--- src/rtl/ipb_pkg.sv ---
// Shared types and defaults for the input process block.
// It is the write-direction path that moves bytes from the TX FIFO or SRAM into the flash.
package ipb_pkg;

  localparam int DATA_W_DEFAULT     = 8;
  localparam int PAGE_BYTES_DEFAULT = 64;

  typedef enum logic [2:0] {
    IDLE,
    FETCH,
    SWAIT,
    DRIVE,
    DONE
  } ipb_state_t;

  typedef enum logic {
    SRC_FIFO = 1'b0,
    SRC_SRAM = 1'b1
  } ipb_src_t;

endpackage

--- src/rtl/ipb_down_counter.sv ---
// Remaining-byte counter for one burst.
// It loads the clamped count, steps down once per accepted byte and flags the last and empty values.
module ipb_down_counter #(
  parameter int CNT_W = 7
) (
  input  logic             clk2,
  input  logic             NReset,
  input  logic             load,
  input  logic [CNT_W-1:0] load_val,
  input  logic             dec,
  output logic             is_last,
  output logic             is_zero
);

  logic [CNT_W-1:0] remaining;

  always_ff @(posedge clk2) begin
    if (!NReset) begin
      remaining <= '0;
    end else if (load) begin
      remaining <= load_val;
    end else if (dec && (remaining != '0)) begin
      remaining <= remaining - CNT_W'(1);
    end
  end

  assign is_last = (remaining == CNT_W'(1));
  assign is_zero = (remaining == '0);

endmodule

--- src/rtl/input_process_block.sv ---
// Burst engine that fetches bytes from the TX FIFO or the SRAM and hands each one to the flash.
// Each byte goes out with a write strobe that is held until the flash accepts it.
module input_process_block
  import ipb_pkg::*;
#(
  parameter int DATA_W     = DATA_W_DEFAULT,
  parameter int PAGE_BYTES = PAGE_BYTES_DEFAULT,
  parameter int CNT_W      = $clog2(PAGE_BYTES + 1)
) (
  input  logic              clk2,
  input  logic              NReset,
  input  logic              start,
  input  logic              Input_control,
  input  logic [CNT_W-1:0]  byte_count,
  input  logic              fifo_empty,
  input  logic [DATA_W-1:0] fifo_rdata,
  output logic              fifo_rd,
  input  logic [DATA_W-1:0] Out_SRAM,
  output logic              sram_rd,
  input  logic              flash_ready,
  output logic [DATA_W-1:0] FDataIn,
  output logic              FWrite,
  output logic              busy,
  output logic              done
);

  ipb_state_t        state_q, state_d;
  ipb_src_t          src_q;
  logic [DATA_W-1:0] hold_q;
  logic [CNT_W-1:0]  clamped_count;
  logic              cnt_load, cnt_dec, cnt_last, cnt_zero;

  assign clamped_count = (byte_count > CNT_W'(PAGE_BYTES)) ? CNT_W'(PAGE_BYTES) : byte_count;

  ipb_down_counter #(.CNT_W(CNT_W)) u_counter (
    .clk2     (clk2),
    .NReset   (NReset),
    .load     (cnt_load),
    .load_val (clamped_count),
    .dec      (cnt_dec),
    .is_last  (cnt_last),
    .is_zero  (cnt_zero)
  );

  // Source select is frozen at the accepted start so mid-burst toggles are harmless.
  always_ff @(posedge clk2) begin
    if (!NReset) begin
      state_q <= IDLE;
      src_q   <= SRC_FIFO;
      hold_q  <= '0;
    end else begin
      state_q <= state_d;
      if ((state_q == IDLE) && start) begin
        src_q <= ipb_src_t'(Input_control);
      end
      if (fifo_rd) begin
        hold_q <= fifo_rdata;
      end else if (state_q == SWAIT) begin
        hold_q <= Out_SRAM;
      end
    end
  end

  always_comb begin
    state_d  = state_q;
    fifo_rd  = 1'b0;
    sram_rd  = 1'b0;
    FWrite   = 1'b0;
    busy     = 1'b1;
    done     = 1'b0;
    cnt_load = 1'b0;
    cnt_dec  = 1'b0;
    unique case (state_q)
      IDLE: begin
        busy = 1'b0;
        if (start) begin
          cnt_load = 1'b1;
          state_d  = (clamped_count == '0) ? DONE : FETCH;
        end
      end
      FETCH: begin
        if (cnt_zero) begin
          state_d = DONE;
        end else if (src_q == SRC_SRAM) begin
          sram_rd = 1'b1;
          state_d = SWAIT;
        end else if (!fifo_empty) begin
          fifo_rd = 1'b1;
          state_d = DRIVE;
        end
      end
      SWAIT: begin
        state_d = DRIVE;
      end
      DRIVE: begin
        FWrite = 1'b1;
        if (flash_ready) begin
          cnt_dec = 1'b1;
          state_d = cnt_last ? DONE : FETCH;
        end
      end
      DONE: begin
        done    = 1'b1;
        state_d = IDLE;
      end
      default: begin
        state_d = IDLE;
      end
    endcase
  end

  assign FDataIn = FWrite ? hold_q : '0;

endmodule

--- config.mk ---
export PLATFORM = sky130hd
export DESIGN_NAME = input_process_block
export DESIGN_NICKNAME = d
export VERILOG_FILES = /design/src/rtl/ipb_pkg.sv /design/src/rtl/ipb_down_counter.sv /design/src/rtl/input_process_block.sv
export SDC_FILE = /design/constraint.sdc
export NUM_CORES = 1
export LEC_CHECK = 0
export ABC_CLOCK_PERIOD_IN_PS = 4800
export BUFFER_PORTS_ARGS = -buffer_cell sky130_fd_sc_hd__buf_2
export CORE_ASPECT_RATIO = 1.1
export CORE_MARGIN = 2
export CORE_UTILIZATION = 50
export CTS_CLUSTER_DIAMETER = 60
export DETAILED_ROUTE_END_ITERATION = 12
export GPL_TIMING_DRIVEN = 0
export PLACE_DENSITY_LB_ADDON = 0.15
export REMOVE_ABC_BUFFERS = 1
export SYNTH_ARGS = -nofsm -noshare
export SYNTH_HDL_FRONTEND = slang
export SYNTH_SLANG_ARGS = --single-unit
--- constraint.sdc ---
create_clock -name clk2 -period 4.8 [get_ports clk2]
set_input_delay 0.24 -clock clk2 [delete_from_list [all_inputs] [get_ports clk2]]
set_output_delay 0.24 -clock clk2 [all_outputs]
set_load 0.05 [all_outputs]
Yosys cells after proc, flatten, opt, wreduce, memory -nomap -nowiden
Cells that the tools add are included.
{"block": "op_classes", "addsub": 1, "order_cmp": 1, "n_eq_ne": 8, "mux": 28, "reduce_logical": 9}
{"op": "$mux W8", "count": 3}
{"op": "$mux W3", "count": 7}
{"op": "$mux W7", "count": 3}
{"op": "$logic_not A7 Y1", "count": 2}
{"op": "$mux W1", "count": 14}
{"op": "$pmux W3 S4", "count": 1}
{"op": "$eq A7 B1 Y1 const B", "count": 1}
{"op": "$gt A7 B7 Y1 const B", "count": 1}
{"op": "$reduce_bool A7 Y1", "count": 1}
{"op": "$sub A7 B1 Y7 const B", "count": 1}
{"op": "$eq A3 B2 Y1 const B", "count": 2}
{"op": "$ne A2 B2 Y1 const B", "count": 2}
{"op": "$ne A4 B4 Y1 const B", "count": 1}
{"op": "$reduce_bool A2 Y1", "count": 2}
{"op": "$eq A3 B1 Y1 const B", "count": 1}
{"op": "$eq A3 B3 Y1 const B", "count": 1}
{"op": "$logic_not A3 Y1", "count": 1}
{"op": "$reduce_and A3 Y1", "count": 1}
{"op": "$logic_and A1 B1 Y1", "count": 2}
{"block": "word_totals", "ff_bits": 19, "input_bits": 29, "out_inout_bits": 13, "elab_cells": 51}

Longest topological paths before layout
Gate-level depths: netlist of the first run.
{"block": "logic_depth", "depth_word": 6, "mapped_depth": 9, "mapped_depth_nobuf": 8}

Modules after synthesis
A second synthesis of the first run with hierarchy kept.
{"block": "unflattened", "hier_cells": 144, "area_unflattened_um2": 1303.8}
{"mod": "input_process_block", "n_inst": 1, "cells_per_inst": 94, "area_each_um2": 863.3, "seq_area_each_um2": 240.2}
{"mod": "ipb_down_counter", "n_inst": 1, "cells_per_inst": 50, "area_each_um2": 440.4, "seq_area_each_um2": 140.1}

Worst setup path before layout of the first run
No wires, ideal clock.
{"block": "synth_timing", "kind": "register to output", "start": "register u_counter.remaining[0]", "end": "output port sram_rd", "arrival_time_ns": 1.913, "required_ns": 4.560, "slack_ns": 2.647, "path_stages_with_launch": 6, "n_path_buf": 0, "cell_sequence": "dfxtp_1 -> inv_1 -> ha_1 -> inv_1 -> nor3_4 -> nor3_1"}
{"block": "synth_between", "elab_chain_len": 3}
{"item": "from (decl)", "line": "ipb_down_counter.sv:15", "rtl": "logic [CNT_W-1:0] remaining;"}
{"item": "from (signal assigned)", "line": "ipb_down_counter.sv:21", "rtl": "remaining <= load_val;"}
{"item": "from (signal assigned)", "line": "ipb_down_counter.sv:23", "rtl": "remaining <= remaining - CNT_W'(1);"}
{"item": "$logic_not A7 Y1", "line": "ipb_down_counter.sv:28", "rtl": "assign is_zero = (remaining == '0);"}
{"item": "$mux W1", "line": "input_process_block.sv:82", "rtl": "if (cnt_zero) begin"}
{"item": "$mux W1", "line": "input_process_block.sv:73", "rtl": "unique case (state_q)"}
{"item": "to (decl)", "line": "input_process_block.sv:19", "rtl": "output logic sram_rd,"}
No other way between the ends.

Worst setup path after layout of the first run
{"block": "layout_timing", "start": "register u_counter.remaining[0]", "end": "output port fifo_rd"}
{"block": "layout_between", "elab_chain_len": 3}
{"item": "$logic_not A7 Y1", "line": "ipb_down_counter.sv:28"}
{"item": "$mux W1", "line": "input_process_block.sv:82"}
{"item": "$mux W1", "line": "input_process_block.sv:73"}
{"item": "to (decl)", "line": "input_process_block.sv:17", "rtl": "output logic fifo_rd,"}
No other way between the ends.

==> results.toml, run 1 <==
[sta]
worstMarginPinSlew_ns = 0.926
report.final.slew_viol_count = 0
hold_viol_final = 0
finClkSkew_ns = 0.0109
fmax_mhz = 405
finalCritPeriodShare_pct = 51.5
finalCriticalPeriod_ns = 2.47
slew_headroom_pct = 38.1
finalSetupTns_ns = 0
rsz0062_at_grt = "false"
finalSetupViolations = 0
holdWs_ns = 0.159

[yosys]
syn_area_per_cell_um2 = 8.25
synth_warnings = 0
synth_area_leader_cell = "dfxtp_1"
yosysMostFrequentCell = "dfxtp_1"
netlist_top_cells_area = "dfxtp_1 (32%), nand3_1 (5.6%), a21boi_1 (5.1%)"
ys_seq_area_share_pct = 32.5
syn_area_um2 = 1170
netlist.area_leader.share_pct = 32.5
yosysUniqueCellTypes = 38
synth_edf_count = 0
yosys_register_bits = 19
synthArstFlopShare_pct = 0
syn_inst = 142
synthFlopType = "dfxtp_1"
synthTopCellsByCount = "dfxtp_1 (19), nand3_1 (13), nand2_1 (10)"

[min_path]
min_path_type = "in -> reg"
hold_depth = 3

[cts]
cts_hold_buffers = 0
post_cts_buffers = 0
clock-sinks = 19
cts-root-buf = "clkbuf_4"
insertion_delay_ns = 0.31
clk_path_buf_depth = 2
cts_resized = 0
cts_buffers = 3
cts-htree-levels = 1
cts_tree = "built"
cts.clk_slew.worst_paths_ns = 0.11

[critical_path]
rr_worst_depth = 6
critPathTopFamily = "buffers and inverters"
worstSetupPathType = "reg -> out"
worstPathMaxFanout = 9
crit_buf_inv = 4
max_stage_delay_ns = 0.55
endpoint_kind = "primary output"
slowest_stage = "or3_1"
required_ns = 4.56
cp.arrival_ns = 2.23
crit_chain = "inv_1, ha_1, inv_1, nor3_4, or3_1, inv_6, buf_2"
worst-path-stages = 7
start_kind = "flip-flop"
cpMostUsedCell = "inv_1"

[power_and_ir_drop]
p_leak_nw = 0.596
seqPwrFrac_pct = 44.3
p_int_mw = 0.279
pwr-share-clk_pct = 17.8
p_sw_mw = 0.182
power.total_mw = 0.460
power.density_nw_per_um2 = 327
ir_drop_uv = 210
switching_share_pct = 39.5
combPwrFrac_pct = 37.8

[layout]
area_delta_synth_final_pct = 20.1
nets = 213
multi_input_area_um2 = 733
num_antenna_cells = 0
drive_gt1_share_pct = 28.3
fill_cells = 209
register_area_um2 = 380

[detailed_routing]
avgViaCountPerCell = 5.54
wl_per_cell_um = 12.9
drt_pass1_iterations = 4
drc = 0
ant_nets = 0
vias = 1163
totalWireLength_um = 2710
drt_iter0_drc = 22

[floorplan]
core_um2 = 2230
die_w_um = 50.1
fp-row-count = 18
fp.dieArea_um2 = 2750
io_pins = 42
initial_core_util_pct = 52.5
die_h_um = 54.8

[place]
portBuffers = 41
dpl.hpwl_um = 2020
place.gp.congestion = 0.789

[grt]
grt_pass1_vias = 1027
grt_max_degree = 20
overflow = 0
grt_pass1_wl_um = 4280
grt.total_usage_pct = 21.0
antenna_found_initial = 0

[run_status]
status = "finished, final reports clean"

[run]
drv_cap = 0
-- power by group through the flow --
stage	clock (mW)	combinational (mW)	sequential [mW]
3_5_place_dp	0	0.174	0.207
6_report	0.0821	0.174	0.204
5_1_grt	0.0932	0.193	0.208
2_1_floorplan	0	0.131	0.201
4_1_cts	0.0860	0.175	0.204
3_3_place_gp	0	0.170	0.205
-- per-stage QoR --
| step | setup WS, ns | instance area [um2] | cells | utilization (%) |
|---|---|---|---|---|
| 6_report | 2.33 | 1410 | 210 | 63.1 |
| 3_5_place_dp | 2.67 | 1380 | 206 | 61.9 |
| 5_1_grt | 2.22 | 1410 | 210 | 63.1 |
| 4_1_cts | 2.31 | 1410 | 210 | 63.1 |
| 3_3_place_gp | 2.67 | 1380 | 206 | 61.9 |
| 2_1_floorplan | 2.65 | 1140 | 135 | - |
-- cell type report --
| class | count | share of cell area (%) |
|---|---|---|
| well taps | 30 | 2.67 |
| repair buffers | 41 | 14.6 |
| flip-flops and latches | 19 | 27.0 |
| inverters | 5 | 1.69 |
| multi-input cells | 111 | 52.1 |
| clock buffers | 4 | 1.87 |
-- per-layer routing --
layer,vias up,routed length [um],global-route usage (%)
met2,39,1380,39.0
met4,0,48,13.4
met3,5,154,3.55
met1,529,1120,22.4
met5,-,0,0
li1,590,-,-
-- cell families (layout without fill, tap and decap cells) --
family / after synthesis / after routing / share of synthesized area (%)
flops: 19 / 19 / 32.5
mux: 2 / 2 / 1.71
simple gates: 64 / 64 / 31.5
buf+inv: 12 / 50 / 4.91
fa+ha+maj: 3 / 3 / 3.21
xor+xnor: 4 / 4 / 2.99
compound gates: 38 / 38 / 23.2
-- worst register-to-register path: stages, from the launching register on --
cell and delay (ns):
dfxtp_1 0.35, or4_4 0.59, nor3_4 0.26, or3_1 0.42, inv_6 0.09, a22oi_1 0.21
a21boi_1 0.08
-- cell usage in the layout, fill, tap and decap left out, types with 2 or more instances in the layout --
cell type | synthesis | routed
o21ai_0 | 9 | 9
mux2i_1 | 2 | 2
nand3_1 | 13 | 13
xor2_1 | 2 | 2
a21oi_1 | 5 | 5
nor3b_1 | 3 | 3
nor3_1 | 5 | 5
nor2_1 | 7 | 7
ha_1 | 3 | 3
clkbuf_4 | 0 | 3
a22oi_1 | 8 | 8
nand2b_1 | 4 | 4
a21boi_1 | 8 | 8
buf_2 | 0 | 41
dfxtp_1 | 19 | 19
nor2b_1 | 4 | 4
xnor2_1 | 2 | 2
inv_1 | 4 | 4
nand4_1 | 2 | 2
nand2_1 | 10 | 10
and2_1 | 8 | 8
-- path summary, 6_finish.rpt --
path,start,endpoint,slack (ns)
worst min-delay path,byte_count[4],u_counter.remaining[4]$_SDFFE_PN0P_,0.16
worst min register to register,hold_q[5]$_SDFFE_PN0P_,hold_q[5]$_SDFFE_PN0P_,0.46
worst max register to register,u_counter.remaining[2]$_SDFFE_PN0P_,hold_q[1]$_SDFFE_PN0P_,2.70
worst max-delay path,u_counter.remaining[0]$_SDFFE_PN0P_,fifo_rd,2.33
-- sequential cells by signal, summed over array words and instances, names as in the netlist --
| register | count |
|---|---|
| hold_q | 8 |
| state_q | 3 |
| src_q | 1 |
| u_counter.remaining | 7 |
Note: power is estimated with default switching activity, not from simulation.
==> inputs of run 2 (changes only) <==
--- a/config.mk
+++ b/config.mk
@@ -5,11 +5,11 @@
 export SDC_FILE = /design/constraint.sdc
 export NUM_CORES = 1
 export LEC_CHECK = 0
-export ABC_CLOCK_PERIOD_IN_PS = 4800
+export ABC_CLOCK_PERIOD_IN_PS = 2000
 export BUFFER_PORTS_ARGS = -buffer_cell sky130_fd_sc_hd__buf_2
 export CORE_ASPECT_RATIO = 1.1
 export CORE_MARGIN = 2
-export CORE_UTILIZATION = 50
+export CORE_UTILIZATION = 44
 export CTS_CLUSTER_DIAMETER = 60
 export DETAILED_ROUTE_END_ITERATION = 12
 export GPL_TIMING_DRIVEN = 0
==> constraint.sdc (replaced) <==
create_clock -name clk2 -period 2 [get_ports clk2]
set_input_delay 0.1 -clock clk2 [delete_from_list [all_inputs] [get_ports clk2]]
set_output_delay 0.1 -clock clk2 [all_outputs]
set_load 0.05 [all_outputs]
==> results.toml, run 2 (same netlist as run 1, synthesis figures left out) <==
[run_status]
status = "finished, final reports clean"

[cts]
cts_tree = "built"
clk_path_buf_depth = 2
insertion_delay_ns = 0.31
clock-sinks = 19
cts.clk_slew.worst_paths_ns = 0.10
cts-htree-levels = 1
cts_buffers = 3
cts-root-buf = "clkbuf_4"

[detailed_routing]
vias = 1203
totalWireLength_um = 2880
drc = 0
avgViaCountPerCell = 5.54
drt_pass1_iterations = 4
drt_iter0_drc = 34
ant_nets = 0
wl_per_cell_um = 13.3

[power_and_ir_drop]
power.total_mw = 1.18
p_sw_mw = 0.462
power.density_nw_per_um2 = 786
seqPwrFrac_pct = 42.3
pwr-share-clk_pct = 17.1
ir_drop_uv = 497
p_int_mw = 0.714
combPwrFrac_pct = 40.6
switching_share_pct = 39.3
p_leak_nw = 0.632

[layout]
num_antenna_cells = 0
final_common_cell = "buf_2"
fill_cells = 259
reg.largest.list = "hold_q: 8 flops, u_counter.remaining: 7 flops, state_q: 3 flops"
nets = 219
largest_register_ffs = 8
area_delta_synth_final_pct = 27.8
most-common-layout-cells = "buf_2 (39), dfxtp_1 (14), nand3_1 (13)"
drive_gt1_share_pct = 36.0
largest-register = "hold_q"

[floorplan]
die_h_um = 58.1
fp-row-count = 19
die_w_um = 53.2
initial_core_util_pct = 46.5
fp.dieArea_um2 = 3090
io_pins = 42
core_um2 = 2520

[sta]
finalSetupViolations = 0
finalSetupTns_ns = 0
fmax_mhz = 520
worstMarginPinSlew_ns = 0.521
slew_headroom_pct = 65.1
finalCritPeriodShare_pct = 96.2
finalCriticalPeriod_ns = 1.92
hold_viol_final = 0
finClkSkew_ns = 0.00252
report.final.slew_viol_count = 0
rsz0062_at_grt = "false"

[grt]
antenna_found_initial = 0
overflow = 0
grt.total_usage_pct = 21.2
grt_pass1_vias = 1155
grt_pass1_wl_um = 4870
grt_max_degree = 20

[critical_path]
crit_chain = "or4_4, nor3_4, buf_4, nor3_1, buf_4"
worstPathMaxFanout = 5
crit_buf_inv = 2
start_kind = "flip-flop"
cp.arrival_ns = 1.82
rr_worst_depth = 5
cpMostUsedCell = "buf_4"
max_stage_delay_ns = 0.58
slowest_stage = "or4_4"
endpoint_kind = "primary output"
r2r_slack_ns = 0.16
worst-path-stages = 5
worstSetupPathType = "reg -> out"
critPathTopFamily = "simple AND/OR/NAND/NOR gates"
required_ns = 1.90

[run]
drv_cap = 0

[place]
dpl.hpwl_um = 2070
portBuffers = 41
place.gp.congestion = 0.743

[min_path]
hold_depth = 3
min_path_type = "in -> reg"
==> run 2: worst register-to-register path, cell delays in order, from the launching register on <==
cell	delay, ns
dfxtp_2	0.35
or4_4	0.58
o311a_4	0.36
and4bb_4	0.22
xnor2_1	0.14
o21ai_0	0.08
==> run 2: final cells by class <==
cell class	instances	area [um2]	share of cell area (%)
Tap cell	31	38.8	2.59
Sequential cell	19	387	25.8
Multi-Input combinational cell	111	757	50.6
Timing Repair Buffer	47	264	17.6
Inverter	5	23.8	1.59
Clock buffer	4	26.3	1.76
==> run 2: what timing repair did <==
| action | in CTS | in global routing |
|---|---|---|
| pin swaps | 2 | 2 |
| setup endpoints to repair | 9 | 22 |
| hold buffers | 2 | 0 |
| buffers inserted | 3 | 1 |
| resized for setup | 6 | 9 |
| endpoints found under the hold margin | 2 | 0 |
==> run 2: worst paths after layout <==
kind,end,start
hold / removal,u_counter.remaining[5]$_SDFFE_PN0P_,byte_count[5]
hold reg to reg,hold_q[4]$_SDFFE_PN0P_,hold_q[4]$_SDFFE_PN0P_
setup reg to reg,u_counter.remaining[4]$_SDFFE_PN0P_,u_counter.remaining[2]$_SDFFE_PN0P_
setup / recovery,sram_rd,u_counter.remaining[2]$_SDFFE_PN0P_
==> run 2: metrics by stage <==
| step | hold WS [ns] | utilization, % | cells | setup slack (ns) | cell area (um2) |
|---|---|---|---|---|---|
| detailed placement | 0.317 | 54.8 | 207 | -0.131 | 1380 |
| CTS | 0.00618 | 58.1 | 216 | 0.00355 | 1460 |
| finish | 0.00952 | 59.4 | 217 | 0.0753 | 1500 |
| global placement | 0.319 | 54.8 | 207 | -0.105 | 1380 |
| global route | 0.0232 | 59.4 | 217 | 0.0265 | 1500 |
| floorplan | 0.209 | - | 135 | -0.0540 | 1140 |
==> run 2: power groups by stage <==
stage	combinational, mW	sequential (mW)	clock (mW)
after floorplan	0.314	0.483	0
after global placement	0.409	0.493	0
after detailed placement	0.419	0.497	0
after CTS	0.468	0.489	0.207
after global routing	0.528	0.507	0.224
final	0.477	0.497	0.202
==> run 2: metal layers <==
metal / GRT usage [%] / wire [um] / vias up
li1: - / - / 605
met1: 22.8 / 1180 / 553
met2: 38.4 / 1500 / 40
met3: 3.09 / 142 / 5
met4: 12.5 / 53 / 0
met5: 0 / 0 / -
